$ cat config.mk
export PLATFORM = sky130hd
export DESIGN_NAME = vdff_stim_gen
export DESIGN_NICKNAME = d
export VERILOG_FILES = /design/src/rtl/vdff_stim_gen.sv
export SDC_FILE = /design/constraint.sdc
export NUM_CORES = 1
export LEC_CHECK = 0
export ABC_CLOCK_PERIOD_IN_PS = 3400
export CAP_MARGIN = 5
export CORE_AREA = 3 3 63 65
export CTS_CLUSTER_SIZE = 14
export DETAILED_ROUTE_END_ITERATION = 10
export DIE_AREA = 0 0 66 68
export PLACE_DENSITY = 0.63
export RECOVER_POWER = 50
export SETUP_SLACK_MARGIN = 0.5
export SLEW_MARGIN = 20
export SYNTH_ARGS = -nofsm -noshare
export SYNTH_HDL_FRONTEND = slang
export SYNTH_SLANG_ARGS = --single-unit
$ cat constraint.sdc
create_clock -name clk -period 3.4 [get_ports clk]
set_input_delay 0.51 -clock clk [delete_from_list [all_inputs] [get_ports clk]]
set_output_delay 0.51 -clock clk [all_outputs]
set_load 0.02 [all_outputs]
$ cat src/rtl/vdff_stim_gen.sv
// vdff_stim_gen: burst pattern generator feeding vdff.in.
// Emits burst_len words of a counter, walking-one, LFSR or checkerboard pattern
// on start, with pause support and a one-cycle done pulse.
// Optional feature macro: STIM_GEN_LFSR_EN (mode 2 = LFSR; otherwise mode 2 = counter).
module vdff_stim_gen #(
    parameter int unsigned     size  = 5,
    parameter int unsigned     len_w = 8,
    parameter int unsigned     seed  = 1,
    parameter logic [size-1:0] taps  = 5'b10100
) (
    input  logic             clk,
    input  logic             rst_n,
    input  logic             start,
    input  logic [1:0]       mode,
    input  logic [len_w-1:0] burst_len,
    input  logic             pause,
    output logic [size-1:0]  data_out,
    output logic             data_valid,
    output logic             busy,
    output logic             done
);

    typedef enum logic [1:0] {
        IDLE   = 2'd0,
        RUN    = 2'd1,
        PAUSED = 2'd2,
        DONE   = 2'd3
    } state_t;

    state_t             state, state_d;
    logic [1:0]         mode_q, mode_d;
    logic [len_w-1:0]   rem, rem_d;
    logic [size-1:0]    data_d;
    logic               valid_d, busy_d, done_d;

`ifndef STIM_GEN_LFSR_EN
    // LFSR parameters have no function without the LFSR feature.
    logic unused_lfsr_cfg;
    assign unused_lfsr_cfg = ^{size'(seed), taps};
`endif

    // First word of a burst for the given pattern mode.
    function automatic logic [size-1:0] first_word(input logic [1:0] m);
        logic [size-1:0] w;
        w = '0;
        case (m)
            2'd1: w = size'(1);
`ifdef STIM_GEN_LFSR_EN
            2'd2: w = size'(seed);
`endif
            2'd3: begin
                for (int i = 0; i < int'(size); i++) begin
                    w[i] = ~i[0];
                end
            end
            default: w = '0;
        endcase
        return w;
    endfunction

    // Successor of word d for the given pattern mode.
    function automatic logic [size-1:0] next_word(input logic [1:0] m,
                                                  input logic [size-1:0] d);
        logic [size-1:0] w;
        case (m)
            2'd1: w = {d[size-2:0], d[size-1]};
`ifdef STIM_GEN_LFSR_EN
            2'd2: w = {d[size-2:0], ^(d & taps)};
`endif
            2'd3: w = ~d;
            default: w = d + size'(1);
        endcase
        return w;
    endfunction

    // State and output registers.
    always_ff @(posedge clk or negedge rst_n) begin
        if (!rst_n) begin
            state      <= IDLE;
            mode_q     <= 2'd0;
            rem        <= '0;
            data_out   <= '0;
            data_valid <= 1'b0;
            busy       <= 1'b0;
            done       <= 1'b0;
        end else begin
            state      <= state_d;
            mode_q     <= mode_d;
            rem        <= rem_d;
            data_out   <= data_d;
            data_valid <= valid_d;
            busy       <= busy_d;
            done       <= done_d;
        end
    end

    // Next-state and next-output logic.
    always_comb begin
        state_d = state;
        mode_d  = mode_q;
        rem_d   = rem;
        data_d  = data_out;
        valid_d = data_valid;
        busy_d  = busy;
        done_d  = 1'b0;

        case (state)
            IDLE: begin
                valid_d = 1'b0;
                busy_d  = 1'b0;
                if (start) begin
                    mode_d = mode;
                    rem_d  = burst_len;
                    if (burst_len == '0) begin
                        state_d = DONE;
                        done_d  = 1'b1;
                    end else begin
                        state_d = RUN;
                        data_d  = first_word(mode);
                        valid_d = 1'b1;
                        busy_d  = 1'b1;
                    end
                end
            end
            RUN: begin
                if (rem == len_w'(1)) begin
                    // Last word already on data_out; pause cannot delay completion.
                    state_d = DONE;
                    rem_d   = '0;
                    valid_d = 1'b0;
                    busy_d  = 1'b0;
                    done_d  = 1'b1;
                end else if (pause) begin
                    state_d = PAUSED;
                    valid_d = 1'b0;
                end else begin
                    data_d  = next_word(mode_q, data_out);
                    rem_d   = rem - len_w'(1);
                    valid_d = 1'b1;
                end
            end
            PAUSED: begin
                valid_d = 1'b0;
                if (!pause) begin
                    // Paused word was already counted; resume with its successor.
                    state_d = RUN;
                    data_d  = next_word(mode_q, data_out);
                    rem_d   = rem - len_w'(1);
                    valid_d = 1'b1;
                end
            end
            DONE: begin
                state_d = IDLE;
                valid_d = 1'b0;
                busy_d  = 1'b0;
            end
            default: begin
                state_d = IDLE;
            end
        endcase
    end

endmodule
After elaboration in Yosys (flattened, before gate mapping)
Index checks and enable logic that the tools add are counted.
{ "op_classes": {"reduce_logical": 9, "n_mux": 28, "n_mul": 0, "bitwise_logic": 1, "n_addsub": 2, "div_mod_pow": 0, "n_shift": 0, "n_eq_ne": 14, "magnitude_cmp": 0} }
{ "ops": {"columns": ["cell", "count"], "rows": [
  ["$mux 8", 3],
  ["$pmux 8 s3", 1],
  ["$mux 5", 4],
  ["$pmux 5 s2", 2],
  ["$pmux 5 s3", 1],
  ["$mux 2", 5],
  ["$ne 2x2->1 const B", 5],
  ["$eq 2x2->1 const B", 4],
  ["$eq 8x1->1 const B", 1],
  ["$logic_not 8->1", 1],
  ["$mux 1", 8],
  ["$pmux 2 s4", 1],
  ["$sub 8x1->8 const B", 1],
  ["$eq 2x1->1 const B", 3],
  ["$reduce_and 2->1", 3],
  ["$reduce_bool 3->1", 2],
  ["$add 5x1->5 const B", 1],
  ["$not 5->5", 1],
  ["$pmux 1 s4", 1],
  ["$reduce_and 4->1", 1],
  ["$ne 3x3->1 const B", 1],
  ["$pmux 1 s3", 1],
  ["$reduce_and 3->1", 1],
  ["$logic_not 2->1", 1],
  ["$pmux 1 s2", 1]
]} }
{ "word_totals": {"latch_bits": 0, "in_bits": 14, "mem_count": 0, "rom_bits": 0, "out_inout_bits": 8, "word_cells": 61, "ramBits": 0, "reg_bits": 20} }

Logic depth before layout (Yosys ltp)
{ "depth": {"word_depth": 5, "ltp_mapped": 8} }

Least setup slack after synthesis
OpenSTA, ideal clock, no wires.
{ "synth_timing": {"path_type": "register to register", "from": "register state[0]", "to": "register rem[0]", "required_ns": 3.279, "path_slack_ns": 1.633, "synth_period_minus_slack_ns": 1.767, "t_arrival_ns": 1.646, "path_stages_with_launch": 8, "path_buffers": 1, "path_cell_list": "dfrtp_1 -> inv_1 -> ha_1 -> nor2b_2 -> nor2_2 -> clkbuf_1 -> o21ai_1 -> a22o_1"} }
{ "synth_via": {"elab_chain_cells": 3, "word_cells_on_any_way": 7} }
{ "synth_rtl": {"columns": ["element", "line", "source"], "rows": [
  ["start, declared", "30", "state_t state, state_d;"],
  ["start signal, assigned", "87", "state <= state_d;"],
  ["$eq 2x2->1 (tied with other cells)", "107", "case (state)"],
  ["$reduce_bool 3->1 (no source line) or $ne 2x2->1 (tied branches)", null, null],
  ["$reduce_and 2->1 (no source line)", null, null],
  ["end signal, assigned", "89", "rem <= rem_d;"],
  ["end, declared", "32", "logic [len_w-1:0] rem, rem_d;"]
]} }
Parallel ways exist; a longest one is shown, timed or not.
A chain may end at the register's enable or synchronous reset.

Worst setup path after layout
{ "layout_timing": {"from": "register state[0]", "to": "register data_out[4]"} }
{ "layout_via": {"elab_chain_cells": 3, "word_cells_on_any_way": 9} }
{ "layout_rtl": {"columns": ["element", "line", "source"], "rows": [
  ["$eq 2x1->1 (tied with other cells)", "107", null],
  ["$ne 2x2->1 (no source line) or $reduce_bool 3->1 (tied branches)", null, null],
  ["$reduce_and 4->1 (no source line)", null, null],
  ["end signal, assigned", "90", "data_out <= data_d;"],
  ["end, declared", "17", "output logic [size-1:0] data_out,"]
]} }
Parallel ways exist; a longest one is shown, timed or not.

==> impl_metrics.json <==
{
  "status": "finished, final reports clean",
  "swShare_pct": 46.6,
  "grt_max_degree": 21,
  "startpoint_type": "flop",
  "syn_nets": 167,
  "synth_edf_count": 0,
  "start_util_pct": 41.0,
  "p_switching_w": 0.000740,
  "yosysUniqueCellTypes": 48,
  "cts_sinks": 20,
  "io_pins": 22,
  "drt-total-wl_um": 3260,
  "detail-route-antenna-nets": 0,
  "clock_power_share_pct": 7.2,
  "drive_gt1_share_pct": 9.15,
  "arrival_ns": 2.53,
  "hpwlAfterDp_um": 2520,
  "worstMarginPinSlew_ns": 0.888,
  "htreeDepth": 1,
  "drt_pre_antenna_iters": 4,
  "num-fill-cells": 344,
  "hp-class": "reg -> reg",
  "clkLatencyLatePin_ns": 0.30,
  "final_max_slew_viol_count": 0,
  "p_int_w": 0.000846,
  "io_buffers": 21,
  "yosys_warnings": 0,
  "drv_cap": 0,
  "clock.fmax_ghz": 0.429,
  "clk_pin_slew_ns": 0.11,
  "synth-seq-area-share_pct": 36.0,
  "min_period_ns": 2.33,
  "p_leak_nw": 0.678,
  "r2r-start": "state[0]$_DFFE_PN0P_",
  "tns_ns": 0,
  "hold_start": "busy$_DFFE_PN0P_",
  "ys_ff_latch": 20,
  "critPathKind": "reg -> reg",
  "cts_hold_buf": 0,
  "crit_fanout": 16,
  "multi_input_area_um2": 815,
  "p_per_area_nw_per_um2": 963,
  "initialDrtViolationCount": 68,
  "cts_tree": "built",
  "grt_pass1_wl_um": 5730,
  "required_ns": 3.60,
  "syn-cell-area_um2": 1390,
  "cts_inserted_buffers": 3,
  "seq_power_share_pct": 31.8,
  "die_w_um": 66,
  "fin_nets": 187,
  "antenna_found_initial": 0,
  "syn_inst": 146,
  "rsz0062_at_grt": "no",
  "layout_common_cells": "20 x dfrtp_1, 19 x clkdlybuf4s50_1, 10 x inv_1, 9 x nand2_1, 8 x o21ai_0",
  "fp.dieH_um": 68,
  "final_common_cell": "dfrtp_1",
  "syn2layout_area_growth_pct": 18.5,
  "postCtsSetupBuffers": 0,
  "placementRows": 21,
  "grt_pass1_vias": 1212,
  "grtUsageTotal_pct": 16.7,
  "grt.overflow.total": 0,
  "crit_start": "state[0]$_DFFE_PN0P_",
  "globalplace.congestion": 0.876,
  "postSynth.asyncResetShare_pct": 100,
  "die_area_um2": 4490,
  "vias_per_cell": 5.77,
  "period_share_pct": 68.5,
  "synth_area_per_cell_um2": 9.52,
  "drc_errors": 0,
  "antenna_cells": 0,
  "cts_root_buffer": "clkbuf_4",
  "coreArea_um2": 3390,
  "hold_ws_ns": 0.526,
  "end_kind": "flop",
  "p_comb_share_pct": 60.9,
  "seq_area_um2": 500,
  "setup_viol_count_final": 0,
  "synth-main-ff-cell": "dfrtp_1",
  "skew_ns": 0.00297,
  "finalHoldViolations": 0,
  "max_slew_margin_pct": 40.6,
  "vias": 1211,
  "ctsLongestPathBuffers": 2,
  "wl_per_cell_um": 15.5,
  "post_cts_resized": 0,
  "vdd.ir_drop.worst_uv": 363
}
==> per-layer routing <==
metal  part of all wire (%)  routed length (um)  GRT usage [%]  vias to the layer above
met5                      0                   0              0                        -
met4                    1.3                  44           8.63                        0
met3                    4.4                 142           3.28                        4
met2                     47                1540           26.5                       23
met1                     47                1540           21.5                      595
li1                       -                   -              -                      589
==> metrics by stage <==
step           cells  util (%)  instance area (um2)  power (W)  setup WS (ns)
3_5_place_dp     207      47.9                 1620    0.00148          0.924
6_report         210      48.6                 1650    0.00159           1.07
2_1_floorplan    146         -                 1390    0.00122           1.63
5_1_grt          210      48.6                 1650    0.00173          0.856
3_3_place_gp     207      47.9                 1620    0.00144          0.995
4_1_cts          210      48.6                 1650    0.00160           1.07
==> Yosys cell counts (2+ instances only) <==
| library cell | number | share of area (%) |
|---|---|---|
| nand3_1 | 3 | 1.1 |
| o21ai_0 | 8 | 2.9 |
| o21ai_1 | 6 | 2.2 |
| buf_2 | 3 | 1.1 |
| a31oi_1 | 4 | 1.8 |
| inv_1 | 10 | 2.7 |
| nor3_1 | 2 | 0.72 |
| clkbuf_1 | 2 | 0.54 |
| nor4_1 | 3 | 1.4 |
| ha_1 | 7 | 6.3 |
| a22o_1 | 6 | 3.8 |
| nor2b_1 | 3 | 1.4 |
| dfrtp_1 | 20 | 36 |
| mux2_1 | 5 | 4.1 |
| o211ai_1 | 2 | 1.1 |
| or3_1 | 3 | 1.4 |
| nor2_1 | 5 | 1.4 |
| or4_1 | 2 | 1.1 |
| nand3b_1 | 3 | 1.6 |
| and3b_1 | 2 | 1.3 |
| a41oi_1 | 2 | 1.3 |
| a21oi_1 | 5 | 1.8 |
| nand2_1 | 9 | 2.4 |
| o2bb2ai_1 | 3 | 1.9 |
| mux2_2 | 4 | 3.2 |
| o32ai_1 | 2 | 1.3 |
==> state kept, by name, summed over array words and instances (netlist names) <==
register and flops:
busy 1, rem 8, done 1, state 2, data_out 5, mode_q 2
data_valid 1
==> kinds of logic after synthesis <==
kind of cell | Yosys count | synth area share (%)
muxes | 10 | 8.01
adders and majority gates | 7 | 6.30
DFF | 20 | 36.0
AOI/OAI and AO/OA | 46 | 23.5
and+or+nand+nor | 46 | 20.8
buffers and inverters | 17 | 5.40
==> critical path, cell delays in order, from the launching register on <==
cell and delay [ns]:
dfrtp_1 0.41, inv_1 0.10, ha_1 0.27, nor2b_2 0.20
nor2_2 0.46, nand4_1 0.38, mux2_1 0.40
==> layout make-up <==
class	instances	area share, %
clock buffers	3	1.37
multi-input cells	109	49.5
repair buffers	21	12.8
inverters	11	2.51
well taps	46	3.50
flip-flops and latches	20	30.4
==> path summary, 6_finish.rpt <==
kind / end / slack (ns) / depth (start not counted)
max reg2reg: data_out[4]$_DFFE_PN0P_ / 1.07 / 6
min: busy$_DFFE_PN0P_ / 0.53 / 2
min reg2reg: busy$_DFFE_PN0P_ / 0.53 / 2
max in group asynchronous: busy$_DFFE_PN0P_ / 2.10 / 1
min in group asynchronous: rem[5]$_DFFE_PN0P_ / 0.76 / 1
max: data_out[4]$_DFFE_PN0P_ / 1.07 / 6
==> power by group through the flow <==
stage	registers (W)	clock network (W)	logic, W
2_1_floorplan	0.000496	0	0.000725
3_3_place_gp	0.000501	0	0.000942
3_5_place_dp	0.000509	0	0.000966
4_1_cts	0.000504	0.000119	0.000973
5_1_grt	0.000531	0.000129	0.00107
6_report	0.000505	0.000114	0.000966
(Power assumes the default switching activity.)
